File: src/rtl/z80_bus_bridge.sv
// Bridge from the Z80 pin-level bus to a synchronous single-port RAM and a handshaked
// 8-bit I/O port, with nWAIT stretching and interrupt-acknowledge vector return.
module z80_bus_bridge #(
    parameter int unsigned MEM_WAIT   = 0,
    parameter int unsigned IO_TIMEOUT = 16,
    parameter logic [7:0]  INT_VECTOR = 8'hFF
) (
    input  logic        CLK,
    input  logic        nRESET,
    input  logic [15:0] A,
    input  logic [7:0]  D_in,
    output logic [7:0]  D_out,
    output logic        D_oe,
    input  logic        nM1,
    input  logic        nMREQ,
    input  logic        nIORQ,
    input  logic        nRD,
    input  logic        nWR,
    input  logic        nRFSH,
    output logic        nWAIT,
    output logic [15:0] ram_addr,
    output logic        ram_re,
    output logic        ram_we,
    output logic [7:0]  ram_wdata,
    input  logic [7:0]  ram_rdata,
    output logic        io_req,
    output logic        io_wr,
    output logic [7:0]  io_addr,
    output logic [7:0]  io_wdata,
    input  logic [7:0]  io_rdata,
    input  logic        io_ack
);
    localparam logic [3:0] WaitInit    = 4'(MEM_WAIT);
    localparam logic [7:0] TimeoutInit = 8'(IO_TIMEOUT);

    typedef enum logic [2:0] {StIdle, StMemWait, StRdLat, StIo, StHold} stateT;

    stateT      state;
    logic [3:0] wcnt;
    logic [7:0] timer;
    logic       isRead;

    logic inta, mrd, mwr, iord, iowr, busIdle;

    always_comb begin
        inta    = !nM1 && !nIORQ;
        mrd     = !nMREQ && !nRD && nRFSH;
        mwr     = !nMREQ && !nWR && nRFSH;
        iord    = !nIORQ && nM1 && !nRD;
        iowr    = !nIORQ && nM1 && !nWR;
        busIdle = nMREQ && nIORQ && nRD && nWR;
    end

    always_ff @(posedge CLK or negedge nRESET) begin
        if (!nRESET) begin
            state     <= StIdle;
            nWAIT     <= 1'b1;
            D_oe      <= 1'b0;
            D_out     <= 8'h00;
            ram_re    <= 1'b0;
            ram_we    <= 1'b0;
            ram_addr  <= 16'h0000;
            ram_wdata <= 8'h00;
            io_req    <= 1'b0;
            io_wr     <= 1'b0;
            io_addr   <= 8'h00;
            io_wdata  <= 8'h00;
            wcnt      <= 4'd0;
            timer     <= 8'd0;
            isRead    <= 1'b0;
        end else begin
            ram_re <= 1'b0;
            ram_we <= 1'b0;
            unique case (state)
                StIdle: begin
                    if (inta) begin
                        D_out <= INT_VECTOR;
                        D_oe  <= 1'b1;
                        state <= StHold;
                    end else if (mrd || mwr) begin
                        ram_addr <= A;
                        isRead   <= mrd;
                        if (mrd) begin
                            ram_re <= 1'b1;
                        end else begin
                            ram_we    <= 1'b1;
                            ram_wdata <= D_in;
                        end
                        if (MEM_WAIT > 0) begin
                            nWAIT <= 1'b0;
                            wcnt  <= WaitInit;
                            state <= StMemWait;
                        end else begin
                            state <= mrd ? StRdLat : StHold;
                        end
                    end else if (iord || iowr) begin
                        io_req   <= 1'b1;
                        io_wr    <= !iord;
                        io_addr  <= A[7:0];
                        io_wdata <= D_in;
                        isRead   <= iord;
                        nWAIT    <= 1'b0;
                        timer    <= TimeoutInit;
                        state    <= StIo;
                    end
                end
                StMemWait: begin
                    wcnt <= wcnt - 4'd1;
                    if (wcnt == 4'd1) begin
                        nWAIT <= 1'b1;
                        state <= isRead ? StRdLat : StHold;
                    end
                end
                StRdLat: begin
                    // With no wait states the RAM has not produced data yet while ram_re is high.
                    if (!ram_re) begin
                        D_out <= ram_rdata;
                        D_oe  <= 1'b1;
                        state <= StHold;
                    end
                end
                StIo: begin
                    timer <= timer - 8'd1;
                    if (io_ack) begin
                        io_req <= 1'b0;
                        io_wr  <= 1'b0;
                        nWAIT  <= 1'b1;
                        if (isRead) begin
                            D_out <= io_rdata;
                            D_oe  <= 1'b1;
                        end
                        state <= StHold;
                    end else if (timer == 8'd1) begin
                        io_req <= 1'b0;
                        io_wr  <= 1'b0;
                        nWAIT  <= 1'b1;
                        if (isRead) begin
                            D_out <= 8'hFF;
                            D_oe  <= 1'b1;
                        end
                        state <= StHold;
                    end
                end
                StHold: begin
                    if (nRD && nIORQ) begin
                        D_oe <= 1'b0;
                    end
                    if (busIdle) begin
                        state <= StIdle;
                    end
                end
                default: state <= StIdle;
            endcase
        end
    end

endmodule

File: config.mk
export PLATFORM = sky130hd
export DESIGN_NAME = z80_bus_bridge
export DESIGN_NICKNAME = d
export VERILOG_FILES = /design/src/rtl/z80_bus_bridge.sv
export SDC_FILE = /design/constraint.sdc
export NUM_CORES = 1
export LEC_CHECK = 0
export BUFFER_PORTS_ARGS = -buffer_cell sky130_fd_sc_hd__clkbuf_2
export CORE_MARGIN = 2
export CORE_UTILIZATION = 40
export CTS_CLUSTER_DIAMETER = 50
export DETAILED_ROUTE_END_ITERATION = 10
export PLACE_DENSITY = 0.65
export SYNTH_ARGS = -nofsm -noshare
export SYNTH_HDL_FRONTEND = slang
export SYNTH_SLANG_ARGS = --single-unit
File: constraint.sdc
create_clock -name CLK -period 2.3 [get_ports CLK]
set_input_delay 0.23 -clock CLK [delete_from_list [all_inputs] [get_ports CLK]]
set_output_delay 0.23 -clock CLK [all_outputs]
set_load 0.1 [all_outputs]
Word level (Yosys, flattened, before mapping)
Index checks and enable logic that the tools add are counted.
{"block": "classes", "bitwise_logic": 3, "n_mux": 56, "n_eq_ne": 17, "div": 0, "add_sub_neg": 2, "multipliers": 0, "order_cmp": 0, "reduce_logical": 36, "n_shift": 0}
{"op": "8-bit 2-to-1 mux", "n": 9}
{"op": "1-bit 2-to-1 mux", "n": 30}
{"op": "3-bit 2-to-1 mux", "n": 10}
{"op": "8-bit one-hot mux with 3 select lines", "n": 1}
{"op": "5-bit AND reduction", "n": 4}
{"op": "2-bit != test (second input constant)", "n": 9}
{"op": "8-bit one-hot mux with 2 select lines", "n": 1}
{"op": "3-bit one-hot mux with 5 select lines", "n": 1}
{"op": "1-bit logical AND", "n": 12}
{"op": "4-bit AND reduction", "n": 3}
{"op": "8-bit by 1-bit equality test with 1-bit output (second input constant)", "n": 1}
{"op": "8-bit by 1-bit subtractor with 8-bit output (second input constant)", "n": 1}
{"op": "3-bit by 2-bit equality test with 1-bit output (second input constant)", "n": 2}
{"op": "1-bit logical NOT", "n": 6}
{"op": "3-bit AND reduction", "n": 2}
{"op": "6-bit AND reduction", "n": 1}
{"op": "3-bit nonzero test", "n": 2}
{"op": "4-bit by 1-bit equality test with 1-bit output (second input constant)", "n": 1}
{"op": "4-bit != test (second input constant)", "n": 1}
{"op": "1-bit one-hot mux with 2 select lines", "n": 2}
{"op": "1-bit one-hot mux with 4 select lines", "n": 1}
{"op": "2-bit nonzero test", "n": 2}
{"op": "4-bit nonzero test", "n": 1}
{"op": "4-bit by 1-bit subtractor with 4-bit output (second input constant)", "n": 1}
{"op": "7 further kinds", "n": 10}
{"block": "totals", "inputBits": 49, "memories": 0, "mem_bits_ro": 0, "ramBits": 0, "latch_bits": 0, "reg_bits": 70, "out_inout_bits": 54}

Logic depth before layout (Yosys ltp)
{"block": "depth", "depth_word": 8, "ltp_mapped": 8, "mapped_depth_nobuf": 7}

Worst setup path after synthesis
OpenSTA, ideal clock, no wires.
{"block": "synth_path", "kind": "reg-to-reg", "start": "register ram_re", "end": "register D_oe", "required_ns": 2.178, "arrival_time_ns": 1.619, "slack_ns": 0.559, "n_path_buf": 0, "path_stages_with_launch": 4, "synth_period_minus_slack_ns": 1.741, "cell_sequence": "dfrtp_1 > a221o_2 > and4b_1 > o22a_2"}
{"block": "synth_between", "elab_chain_cells": 2}
{"element": "from (decl)", "line_no": "22", "text": "output logic ram_re,"}
{"element": "from (signal assigned)", "line_no": "60", "text": "ram_re <= 1'b0;"}
{"element": "from (signal assigned)", "line_no": "72", "text": "ram_re <= 1'b0;"}
{"element": "from (signal assigned)", "line_no": "84", "text": "ram_re <= 1'b1;"}
{"element": "2-bit != test (no line)"}
{"element": "5-bit AND reduction (no line)"}
{"element": "to (signal assigned)", "line_no": "58", "text": "D_oe <= 1'b0;"}
{"element": "to (signal assigned)", "line_no": "78", "text": "D_oe <= 1'b1;"}
{"element": "to (signal assigned)", "line_no": "118", "text": "D_oe <= 1'b1;"}
{"element": "to (decl)", "line_no": "13", "text": "output logic D_oe,"}
No other way between the ends.
A chain may end at the register's enable or synchronous reset.

Worst setup path in the final report
{"block": "layout_path", "start": "register timer[1]", "end": "register D_out[0]"}
{"block": "layout_between", "elab_chain_cells": 3}
{"element": "from (decl)", "line_no": "40", "text": "logic [7:0] timer;"}
{"element": "from (signal assigned)", "line_no": "103", "text": "timer <= TimeoutInit;"}
{"element": "from (signal assigned)", "line_no": "123", "text": "timer <= timer - 8'd1;"}
{"element": "8-bit by 1-bit equality test with 1-bit output", "line_no": "133", "text": "end else if (timer == 8'd1) begin"}
{"element": "3-bit != test (no line)"}
{"element": "5-bit AND reduction (no line)"}
{"element": "to (signal assigned)", "line_no": "117", "text": "D_out <= ram_rdata;"}
{"element": "to (signal assigned)", "line_no": "129", "text": "D_out <= io_rdata;"}
{"element": "to (decl)", "line_no": "12", "text": "output logic [7:0] D_out,"}
No other way between the ends.

==> metrics.md <==
| Metric | Value |
|---|---|
| Crit path DAT | `2.23 ns` |
| Row cnt | `32` |
| GP Congestion | `0.822` |
| Fill count | `711` |
| Layout cell share with drive strength beyond 1 | `41.8%` |
| Status | `finished, final reports clean` |
| Multiplexer share of the synthesized area | `11.5%` |
| CP Launch Type | `flip-flop` |
| Multi-input combinational cell area | `1240 µm²` |
| CTS Buffer Depth | `2` |
| Largest net degree at the start of global routing | `71` |
| Placed Area | `3730 µm²` |
| Fin util | `52.2%` |
| Clock transition at path regs | `0.08 ns` |
| Detail-routed net length per standard cell | `13.6 µm` |
| DR vias/cell | `4.84` |
| Final non-filler cell area | `3990 µm²` |
| Final Hold Viols | `0` |
| Worst-skew pair later-pin latency | `0.35 ns` |
| Crit-path max FO | `8` |
| DIE AREA | `8540 µm²` |
| Synth-to-layout area growth | `27.7%` |
| Post-synthesis adder-cell area fraction | `1.60%` |
| Antenna viol nets, final | `0` |
| GR Overflow Total | `0` |
| Post-synth EDFFs | `0` |
| Critical path data required time | `2.56 ns` |
| Compound-Gate Fraction of Synth Area | `6.97%` |
| Antenna violations before repair | `0` |
| Slowest stage cell on the critical path | `dfrtp_1` |
| Initial core utilization | `40.9%` |
| DIE WIDTH | `92.4 µm` |
| Final setup violation count | `0` |
| DRT Wirelength | `6.73 mm` |
| TNS Setup | `0 ns` |
| IO Port Bufs | `102` |
| Worst-Margin Slew | `0.560 ns` |
| Layout Skew | `0.00899 ns` |
| Max frequency | `508 MHz` |
| Worst path max stage delay | `0.38 ns` |
| Max-Cap Viols | `0` |
| Most common cell after layout, fill and taps aside | `clkbuf_2` |
| First-pass DRT Iterations | `4` |
| Htree depth | `3` |
| CP endpoint kind | `flip-flop` |
| CTS tree | `built` |
| Tcrit/Tclk final | `85.6%` |
| Number of global-route vias before repair | `2465` |
| Reg area | `1750 µm²` |
| Simple-Gate Fraction of Synth Area | `17.0%` |
| XOR/XNOR share of the synthesized area | `2.52%` |
| Largest delay share family, worst path | `simple AND/OR/NAND/NOR gates` |
| Total CTS buffers | `9` |
| Nets@finish | `440` |
| RSZ-0062 raised after global routing | `false` |
| Tot GR Track Use | `16.8%` |
| Routed vias | `2393` |
| Most frequent cells in the layout | `clkbuf_2 (101), dfrtp_1 (69), nand2_1 (64), mux2_2 (24), inv_1 (14)` |
| Flop and latch count out of synthesis | `70` |
| Core Region | `7650 µm²` |
| Critical path type | `reg -> reg` |
| Gate Count Post-Synth | `278` |
| Most used DFF post-synth | `dfrtp_1` |
| Dpl ws | `0.350 ns` |
| Min Tclk post-route | `1.97 ns` |
| Avg Synthesized Cell Area | `11.2 µm²` |
| CTS root buf | `clkbuf_8` |
| Distinct cells, synth | `54` |
| Seq/Total Area, Yosys | `56.1%` |
| Setup WS post-layout | `0.331 ns` |
| Crit path cell chain | `inv_1 > ha_1 > nor3b_1 > a211oi_2 > a21oi_1 > nor3b_1 > buf_4 > mux2i_1` |
| Hpwl dp | `4.83 mm` |
| Ant. Diodes | `0` |
| Postcts setup bufs | `0` |
| WP buf/inv | `2` |
| Largest family of logic cells by synthesized area | `simple AND/OR/NAND/NOR gates` |
| Synth warn | `0` |
| Async set-reset flop share out of synthesis | `100%` |
| Area of the mapped netlist | `3130 µm²` |
| Worst rel slew slack | `62.8%` |
| Worst hold path type | `in -> reg` |
| I/O pin count | `103` |
| Post-Syn Nets | `331` |
| First-pass GRT wire length | `11.3 mm` |
| DRC viols | `0` |
| Sink Count | `70` |
| Initial DRC count | `175` |
| Die Y-Extent | `92.4 µm` |
| Final Max Slew Viols | `0` |
| CP most frequent cell | `nor3b_1` |
[sequential cells by signal (all words and copies together) (netlist names)]
register	cells
D_oe	1
D_out	8
io_addr	8
io_req	1
io_wdata	8
io_wr	1
isRead	1
nWAIT	1
ram_addr	16
ram_re	1
ram_wdata	8
ram_we	1
state	3
timer	8
wcnt	4
[worst reg2reg max path, stage by stage, from the launching register on]
cell      delay, ns
dfrtp_1        0.38
inv_1          0.11
ha_1           0.15
nor3b_1        0.22
a211oi_2       0.16
a21oi_1        0.19
nor3b_1        0.23
buf_4          0.23
mux2i_1        0.22
[cells by family after synthesis]
group	Yosys count
AOI/OAI and AO/OA	31
and+or+nand+nor	106
xor gates and xnor gates	9
adders and majority gates	4
DFF	70
muxes	33
buffers and inverters	25
[path summary, 6_finish.rpt]
check                                     startpoint                      to  slack, ns  cells past startpoint
worst max-delay path            timer[1]$_DFFE_PN0P_    D_out[0]$_DFFE_PN0P_       0.33                      8
worst min-delay path                            A[4]  io_addr[4]$_DFFE_PN0P_       0.08                      3
worst max register to register  timer[1]$_DFFE_PN0P_    D_out[0]$_DFFE_PN0P_       0.33                      8
worst min register to register   wcnt[3]$_DFFE_PN0P_     wcnt[3]$_DFFE_PN0P_       0.47                      1
max in group asynchronous                     nRESET       nWAIT$_DFFE_PN1P_       1.55                      3
min in group asynchronous                     nRESET    state[1]$_DFFE_PN0P_       0.44                      3
[cell type report]
cell class,instances,area share (%)
Sequential cell,70,43.9
Multi-Input combinational cell,183,31.0
Timing Repair Buffer,108,14.3
Clock buffer,10,3.45
Tap cell,102,3.20
Clock inverter,6,2.73
Inverter,15,1.41
[synthesized netlist by cell type, types with 2 or more instances]
cell type | n | area, µm²
dfrtp_1 | 69 | 1730
nand3_1 | 2 | 10.0
nor2_1 | 13 | 48.8
xor2_1 | 4 | 35.0
nand2_1 | 64 | 240
nor2b_1 | 2 | 12.5
nor3b_1 | 3 | 22.5
o22ai_1 | 9 | 56.3
o21ai_0 | 6 | 30.0
mux2i_1 | 9 | 90.1
mux2_2 | 24 | 270
inv_1 | 14 | 52.6
buf_6 | 3 | 33.8
a21oi_1 | 3 | 15.0
ha_1 | 4 | 50.1
xnor2_1 | 5 | 43.8
nor3_1 | 4 | 20.0
buf_2 | 4 | 20.0
[timing repair]
action,4_1_cts,5_1_grt
endpoints found under the hold margin,69,0
hold buffers,1,0
resized for setup,0,0
[layer usage]
layer	wire (µm)	GRT usage, %
met5	0	0
met4	99	6.84
met3	601	6.83
met1	3080	22.2
met2	2950	24.6
[metrics by stage]
stage | hold slack (ns) | std cells
2_1_floorplan | -0.0656 | 278
4_1_cts | 0.0702 | 494
3_5_place_dp | 0.286 | 477
3_3_place_gp | 0.286 | 477
6_report | 0.0835 | 494
5_1_grt | 0.0788 | 494
Power is not shown: default switching activity piles up to over one toggle a cycle in this logic, so the estimate is an artifact.
